<file path="src/rtl/board_io_ctrl.sv">
// Front-panel controller: synchronises and debounces switches and keys, counts key events,
// and drives the LED bank and seven-segment digits.
module board_io_ctrl #(
    parameter int NUM_SW     = 10,
    parameter int NUM_KEY    = 4,
    parameter int DEB_CYCLES = 240000,
    parameter int DEB_W      = 18,
    parameter int HB_W       = 25,
    parameter int NUM_DIGITS = 4,
    parameter int LEDG_W     = 8
) (
    input  logic                    sysclk,
    input  logic                    reset_switch,
    input  logic [NUM_SW-1:0]       sw_i,
    input  logic [NUM_KEY-1:0]      key_n_i,
    input  logic [4*NUM_DIGITS-1:0] ext_value_i,
    output logic [NUM_SW-1:0]       sw_db_o,
    output logic [NUM_KEY-1:0]      key_press_o,
    output logic                    heartbeat_o,
    output logic [4*NUM_DIGITS-1:0] event_cnt_o,
    output logic [LEDG_W-1:0]       ledg_o,
    output logic [7*NUM_DIGITS-1:0] hex_o
);
    localparam int NUM_CH = NUM_SW + NUM_KEY;
    localparam int VAL_W  = 4 * NUM_DIGITS;
    localparam int HEX_W  = 7 * NUM_DIGITS;
    // Keys are active-low, so their channels idle (and reset) at 1; switches idle at 0.
    localparam logic [NUM_CH-1:0] CH_RST   = {{NUM_KEY{1'b1}}, {NUM_SW{1'b0}}};
    localparam logic [DEB_W-1:0]  DEB_LAST = DEB_W'(DEB_CYCLES - 1);

    logic [NUM_CH-1:0]  w_raw;
    logic [NUM_CH-1:0]  r_sync1;
    logic [NUM_CH-1:0]  r_sync2;
    logic [NUM_CH-1:0]  r_stable;
    logic [DEB_W-1:0]   r_cnt [NUM_CH];
    logic [NUM_KEY-1:0] w_key_stable;
    logic [NUM_KEY-1:0] r_key_prev;
    logic [NUM_KEY-1:0] r_key_press;
    logic [VAL_W-1:0]   r_event;
    logic [HB_W-1:0]    r_hb;
    logic [LEDG_W-1:0]  r_ledg;
    logic [HEX_W-1:0]   r_hex;
    logic [1:0]         w_mode;
    logic [VAL_W-1:0]   w_src;
    logic [HEX_W-1:0]   w_enc;
    logic [HEX_W-1:0]   w_hex_next;

    function automatic logic [6:0] seg7(input logic [3:0] n);
        case (n)
            4'h0: seg7 = 7'h40;
            4'h1: seg7 = 7'h79;
            4'h2: seg7 = 7'h24;
            4'h3: seg7 = 7'h30;
            4'h4: seg7 = 7'h19;
            4'h5: seg7 = 7'h12;
            4'h6: seg7 = 7'h02;
            4'h7: seg7 = 7'h78;
            4'h8: seg7 = 7'h00;
            4'h9: seg7 = 7'h10;
            4'hA: seg7 = 7'h08;
            4'hB: seg7 = 7'h03;
            4'hC: seg7 = 7'h46;
            4'hD: seg7 = 7'h21;
            4'hE: seg7 = 7'h06;
            default: seg7 = 7'h0E;
        endcase
    endfunction

    assign w_raw = {key_n_i, sw_i};

    // A change is accepted only after DEB_CYCLES consecutive differing samples.
    always_ff @(posedge sysclk or posedge reset_switch) begin
        if (reset_switch) begin
            r_sync1  <= CH_RST;
            r_sync2  <= CH_RST;
            r_stable <= CH_RST;
            for (int i = 0; i < NUM_CH; i++) r_cnt[i] <= '0;
        end else begin
            r_sync1 <= w_raw;
            r_sync2 <= r_sync1;
            for (int i = 0; i < NUM_CH; i++) begin
                if (r_sync2[i] == r_stable[i]) begin
                    r_cnt[i] <= '0;
                end else if (r_cnt[i] == DEB_LAST) begin
                    r_stable[i] <= r_sync2[i];
                    r_cnt[i]    <= '0;
                end else begin
                    r_cnt[i] <= r_cnt[i] + DEB_W'(1);
                end
            end
        end
    end

    assign w_key_stable = r_stable[NUM_CH-1:NUM_SW];

    always_ff @(posedge sysclk or posedge reset_switch) begin
        if (reset_switch) begin
            r_key_prev  <= '1;
            r_key_press <= '0;
        end else begin
            r_key_prev  <= w_key_stable;
            r_key_press <= r_key_prev & ~w_key_stable;
        end
    end

    // Clear wins; simultaneous increment and decrement cancel out.
    always_ff @(posedge sysclk or posedge reset_switch) begin
        if (reset_switch) begin
            r_event <= '0;
        end else if (r_key_press[3]) begin
            r_event <= '0;
        end else if (r_key_press[1] && !r_key_press[2]) begin
            r_event <= r_event + VAL_W'(1);
        end else if (r_key_press[2] && !r_key_press[1]) begin
            r_event <= r_event - VAL_W'(1);
        end
    end

    always_ff @(posedge sysclk or posedge reset_switch) begin
        if (reset_switch) begin
            r_hb   <= '0;
            r_ledg <= '0;
        end else begin
            r_hb   <= r_hb + HB_W'(1);
            r_ledg <= {r_hb[HB_W-1], r_stable[LEDG_W-2:0]};
        end
    end

    assign w_mode = r_stable[9:8];
    assign w_src  = (w_mode == 2'b01) ? r_event : ext_value_i;

    always_comb begin
        w_enc      = '1;
        w_hex_next = '1;
        for (int d = 0; d < NUM_DIGITS; d++) w_enc[7*d +: 7] = seg7(w_src[4*d +: 4]);
        case (w_mode)
            2'b00:   w_hex_next = '1;
            2'b11:   w_hex_next = '0;
            default: w_hex_next = w_enc;
        endcase
    end

    always_ff @(posedge sysclk or posedge reset_switch) begin
        if (reset_switch) r_hex <= '1;
        else              r_hex <= w_hex_next;
    end

    assign sw_db_o     = r_stable[NUM_SW-1:0];
    assign key_press_o = r_key_press;
    assign heartbeat_o = r_hb[HB_W-1];
    assign event_cnt_o = r_event;
    assign ledg_o      = r_ledg;
    assign hex_o       = r_hex;
endmodule

</file>
<file path="config.mk">
export PLATFORM = sky130hd
export DESIGN_NAME = board_io_ctrl
export DESIGN_NICKNAME = d
export VERILOG_FILES = /design/src/rtl/board_io_ctrl.sv
export SDC_FILE = /design/constraint.sdc
export NUM_CORES = 1
export LEC_CHECK = 0
export BUFFER_PORTS_ARGS = -buffer_cell sky130_fd_sc_hd__buf_2
export CAP_MARGIN = 20
export CORE_MARGIN = 2
export CORE_UTILIZATION = 55
export CTS_BUF_LIST = sky130_fd_sc_hd__clkbuf_8
export CTS_CLUSTER_DIAMETER = 80
export CTS_CLUSTER_SIZE = 20
export DETAILED_ROUTE_END_ITERATION = 10
export GPL_ROUTABILITY_DRIVEN = 0
export PLACE_DENSITY_LB_ADDON = 0.08
export SYNTH_ARGS = -nofsm -noshare
export SYNTH_HDL_FRONTEND = slang
export SYNTH_SLANG_ARGS = --single-unit
export TNS_END_PERCENT = 20
</file>
<file path="constraint.sdc">
create_clock -name sysclk -period 11.6 [get_ports sysclk]
set_clock_uncertainty 0.15 [all_clocks]
set_input_delay 1.74 -clock sysclk [delete_from_list [all_inputs] [get_ports sysclk]]
set_output_delay 1.74 -clock sysclk [all_outputs]
set_load 0.03 [all_outputs]
</file>
# Word level (Yosys, flattened, before mapping)
# Memories as Yosys holds them, arrays and structs flattened.
# Cells that the tools add are included.
dict set report classes {
  addsub 17
  n_eq_ne 30
  mux 33
  n_bitwise 16
  n_reduce_logical 20
}
# cell count
set ops {}
lappend ops {{$mux W18} 28}
lappend ops {{$add A18 B1 Y18 const B} 14}
lappend ops {{$eq A18 B18 Y1 const B} 14}
lappend ops {{$mux W16} 4}
lappend ops {{$pmux W28 S2} 1}
lappend ops {{$reduce_and A2 Y1} 14}
lappend ops {{$add A25 B1 Y25 const B} 1}
lappend ops {{$add A16 B1 Y16 const B} 1}
lappend ops {{$sub A16 B1 Y16 const B} 1}
lappend ops {{$eq A1 B1 Y1} 14}
lappend ops {{$not A1 Y1} 14}
lappend ops {{$and A4 B4 Y4} 1}
lappend ops {{$not A4 Y4} 1}
lappend ops {{$reduce_bool A3 Y1} 1}
lappend ops {{$eq A2 B1 Y1 const B} 1}
lappend ops {{$eq A2 B2 Y1 const B} 1}
lappend ops {{$logic_and A1 B1 Y1} 2}
lappend ops {{$logic_not A1 Y1} 2}
lappend ops {{$logic_not A2 Y1} 1}
dict set report word_totals {
  ff_bits 379
  rom_bits 448
  input_bits 32
  word_cells 156
  mem_count 4
}
# name words word_bits rd rd_clocked_by_memory_dff write_ports line_no
set mem_list {}
lappend mem_list {{(name not given)} 16 7 1 0 0 49} ;# case (n)
lappend mem_list {{(name not given)} 16 7 1 0 0 49}
lappend mem_list {{(name not given)} 16 7 1 0 0 49}
lappend mem_list {{(name not given)} 16 7 1 0 0 49}

# Depth between registers and ports, before layout
dict set report depth {
  depth_word 5
  mapped_depth 11
  depth_no_buf 9
}

# Least setup slack after synthesis
# Ideal clock, no wire load.
dict set report synth_timing {
  kind {input-to-reg}
  from {input port ext_value_i[8]}
  to {register r_hex[17] (netlist: hex_o[17])}
  setup_time_ns 0.087
  arrival_ns 3.031
  t_required_ns 11.363
  path_slack_ns 8.331
  path_stages 6
  path_buffers 0
  cell_sequence {mux2i_1 -> inv_1 -> ha_1 -> mux4_2 -> nand2_1 -> nand2_1}
}
dict set report synth_between {
  elab_chain_len 3
}
# element line_no
set synth_lines {}
lappend synth_lines {{from (decl)} 16} ;# input logic [4*NUM_DIGITS-1:0] ext_value_i,
lappend synth_lines {{$mux W16} 130} ;# assign w_src = (w_mode == 2'b01) ? r_event : ext_value_i;
lappend synth_lines {{$mem_v2 Z16 W7} -}
lappend synth_lines {{$pmux W28 S2} 136} ;# case (w_mode)
lappend synth_lines {{named net w_hex_next[17]} 46} ;# logic [HEX_W-1:0] w_hex_next;
lappend synth_lines {{to (signal assigned)} 145} ;# else r_hex <= w_hex_next;
lappend synth_lines {{to (decl)} 42} ;# logic [HEX_W-1:0] r_hex;
# The timed path passes the listed nets, and every way through them passes these cells.
# A chain may end at the register's enable or synchronous reset.

# Worst setup path in the final report
dict set report layout_timing {
  from {register r_key_press[3] (netlist: key_press_o[3])}
  to {output port key_press_o[3]}
}
# element line_no
set layout_rtl {}
lappend layout_rtl {{from (decl)} 38} ;# logic [NUM_KEY-1:0] r_key_press;
lappend layout_rtl {{from (signal assigned)} 102} ;# r_key_press <= r_key_prev & ~w_key_stable;
lappend layout_rtl {{to (decl)} 18} ;# output logic [NUM_KEY-1:0] key_press_o,
# No word-level cell between the ends.

==> metrics.csv <==
metric,value,unit
worst-path cell chain,buf_2,
clock tree from TritonCTS,done,
PwrDens,107,mW/mm²
Total Wirelength,32.8,mm
post-synthesis cell count,1777,
DP Wirelength,22.0,mm
Die X,187,µm
leakage power,8.71,nW
vias in the first global route,12043,
GRT Total Usage,0.190,
Crit. End Element,output port,
cell family with most CP delay,flip-flops,
Netlist cell types,60,
CTS Buf Count,24,
ratio of cells with drive above 1 in the final layout,0.128,
Final period util,0.304,
"commonest non-fill, non-tap cell in the layout",dfrtp_1,
post-CTS setup buffer count,0,
DRC errors left,0,
number of flops mapped to enable cells by yosys,0,
total congestion overflow,0,
VDD IR max,0.0000871,V
Avg Synthesized Cell Area,10.4,µm²
startpoint types,flop,
post-route ant nets,0,
hold path cells,0,
Clock Path Buffers,3,
cell depth of the worst setup path,1,
critical path peak fanout,14,
pin count of the biggest net entering global routing,185,
Synth Cell Area,0.0184,mm²
# resized after CTS,0,
Synth warnings,0,
first-pass GRT wire length,56.8,mm
Port Buffer Count,98,
Core Box Area,0.0333,mm²
Synth Register Bits,379,
critical path class,flop to output port,
ant diodes,0,
Critical Path RT,9.71,ns
"Seq/Total Area, Yosys",0.518,
predominant post-synthesis flop cell,dfrtp_1,
hold_buf cts,0,
Layout area overhead,6.53,%
critical path buffer and inverter count,1,
"commonest cells after routing, fill and taps aside","335 x dfrtp_1, 298 x nor2_1, 146 x xor2_1, 132 x nand2_1, 118 x xnor2_1",
Final Hold Vio Count,0,
antenna violations before repair,0,
Final min period,3.53,ns
CP arrival,1.64,ns
Starting DRT DRC Count,688,
result of the run,"complete, no violations",
total number of vias,12393,
Worst-Skew Late Latency,0.60,ns
drt pass-1 iters,5,
row count,67,
post-synth net total,1868,
Root Buffer,clkbuf_8,
IO Pins,99,
RSZ-0062 raised after global routing,false,
"CTS clk-pin slew, worst paths",0.12,ns
Avg WL per Cell,14.2,µm
Die Ht,187,µm
full die area,0.0350,mm²
Worst-Margin Slew,1.10,ns
Final TNS setup,0,ns
final core utilization,0.590,
final setup vio count,0,
MaxCap Viol Count,0,
slowest cell delay on critical path,0.72,ns
async set or reset register ratio after synthesis,1.00,
maximum clock frequency,0.284,GHz
"slowest stage cell, crit path",dfrtp_1,
"Slew Viols, Final",0,
Vias/cell,5.35,
H-tree levels,1,
initial core utilization,0.554,
Final nets,1944,
CTS Sinks,379,
Worst R2R Path Depth,8,
slew margin rel.,0.268,
Hold Path Class,flop to flop,
-- worst paths after layout --
check	startpoint	to	slack, ns
setup / recovery	key_press_o[3]$_DFF_PP0_	key_press_o[3]	8.07
hold reg to reg	r_sync1[0]$_DFF_PP0_	r_sync2[0]$_DFF_PP0_	0.21
min in group asynchronous	reset_switch	ledg_o[1]$_DFF_PP0_	1.00
max in group asynchronous	reset_switch	ledg_o[7]$_DFF_PP0_	8.99
hold / removal	r_sync1[0]$_DFF_PP0_	r_sync2[0]$_DFF_PP0_	0.21
setup reg to reg	key_press_o[2]$_DFF_PP0_	event_cnt_o[7]$_DFFE_PP0P_	8.32
-- cell type report --
class	instances	area, µm²
flip-flops and latches	379	9540
clock inverters	19	128
multi-input cells	1294	8320
clock buffers	24	330
inverters	49	188
fillers	2925	13700
well taps	448	561
repair buffers	105	568
-- report_power, final --
| part | switching, mW | total, mW | internal (mW) |
|---|---|---|---|
| Clock | 0.425 | 0.651 | 0.226 |
| Combinational | 0.0692 | 0.100 | 0.0312 |
| Sequential | 0.0151 | 1.35 | 1.34 |
| Total | 0.509 | 2.11 | 1.60 |
-- layer usage --
metal,vias up,share of wire,track usage
met5,-,0,0
met4,0,0.021,0.0427
met3,34,0.037,0.0283
met2,148,0.45,0.310
met1,6039,0.49,0.270
li1,6172,-,-
-- synth_stat cells (all sizes together) (3+ instances only) --
master / count / share of area
a211oi: 3 / 0.0012
a21oi: 46 / 0.012
a22o: 8 / 0.0038
a31oi: 13 / 0.0044
and2: 8 / 0.0027
and3: 30 / 0.010
and4: 36 / 0.018
buf: 46 / 0.019
clkbuf: 9 / 0.0018
dfrtp: 335 / 0.45
dfstp: 44 / 0.063
ha: 58 / 0.039
inv: 49 / 0.010
mux2: 21 / 0.013
mux2i: 16 / 0.0087
mux4: 3 / 0.0037
nand2: 132 / 0.027
nand2b: 6 / 0.0020
nand3: 114 / 0.031
nand4: 57 / 0.020
nand4b: 8 / 0.0038
nor2: 308 / 0.066
nor2b: 6 / 0.0020
nor3: 40 / 0.011
nor3b: 4 / 0.0016
nor4: 13 / 0.0048
nor4b: 3 / 0.0014
nor4bb: 8 / 0.0043
o211ai: 3 / 0.0012
o21ai: 26 / 0.0071
o31ai: 9 / 0.0037
or2: 17 / 0.0058
or3: 13 / 0.0044
or4b: 3 / 0.0016
xnor2: 118 / 0.056
xor2: 146 / 0.069
-- cells by family (layout without fill, tap and decap cells) --
logic type | Yosys count | count (layout) | synth area share
simple gates | 809 | 809 | 0.219
flops | 379 | 379 | 0.518
xor+xnor | 264 | 264 | 0.125
compound gates | 122 | 122 | 0.0406
buf+inv | 104 | 197 | 0.0313
fa+ha+maj | 59 | 59 | 0.0405
mux | 40 | 40 | 0.0252
-- flip-flops by register name (all words and copies together) (netlist names) --
signal and count:
r_cnt 252, r_hb 25, event_cnt_o 16, r_key_prev 4
ledg_o 8, r_sync2 14, hex_o 28, r_sync1 14
r_stable 14, key_press_o 4
-- stage by stage --
stage | cells | power (mW) | hold slack (ns) | cell area [µm²] | worst slack, ns
2_1_floorplan | 1777 | 1.46 | 0.181 | 18400 | 4.65
3_3_place_gp | 2274 | 1.48 | 0.182 | 19200 | 8.05
3_5_place_dp | 2274 | 1.48 | 0.187 | 19200 | 7.99
4_1_cts | 2317 | 2.14 | 0.215 | 19600 | 8.00
5_1_grt | 2318 | 2.20 | 0.217 | 19600 | 7.95
6_report | 2318 | 2.11 | 0.211 | 19600 | 8.07
(Power assumes the default switching activity.)
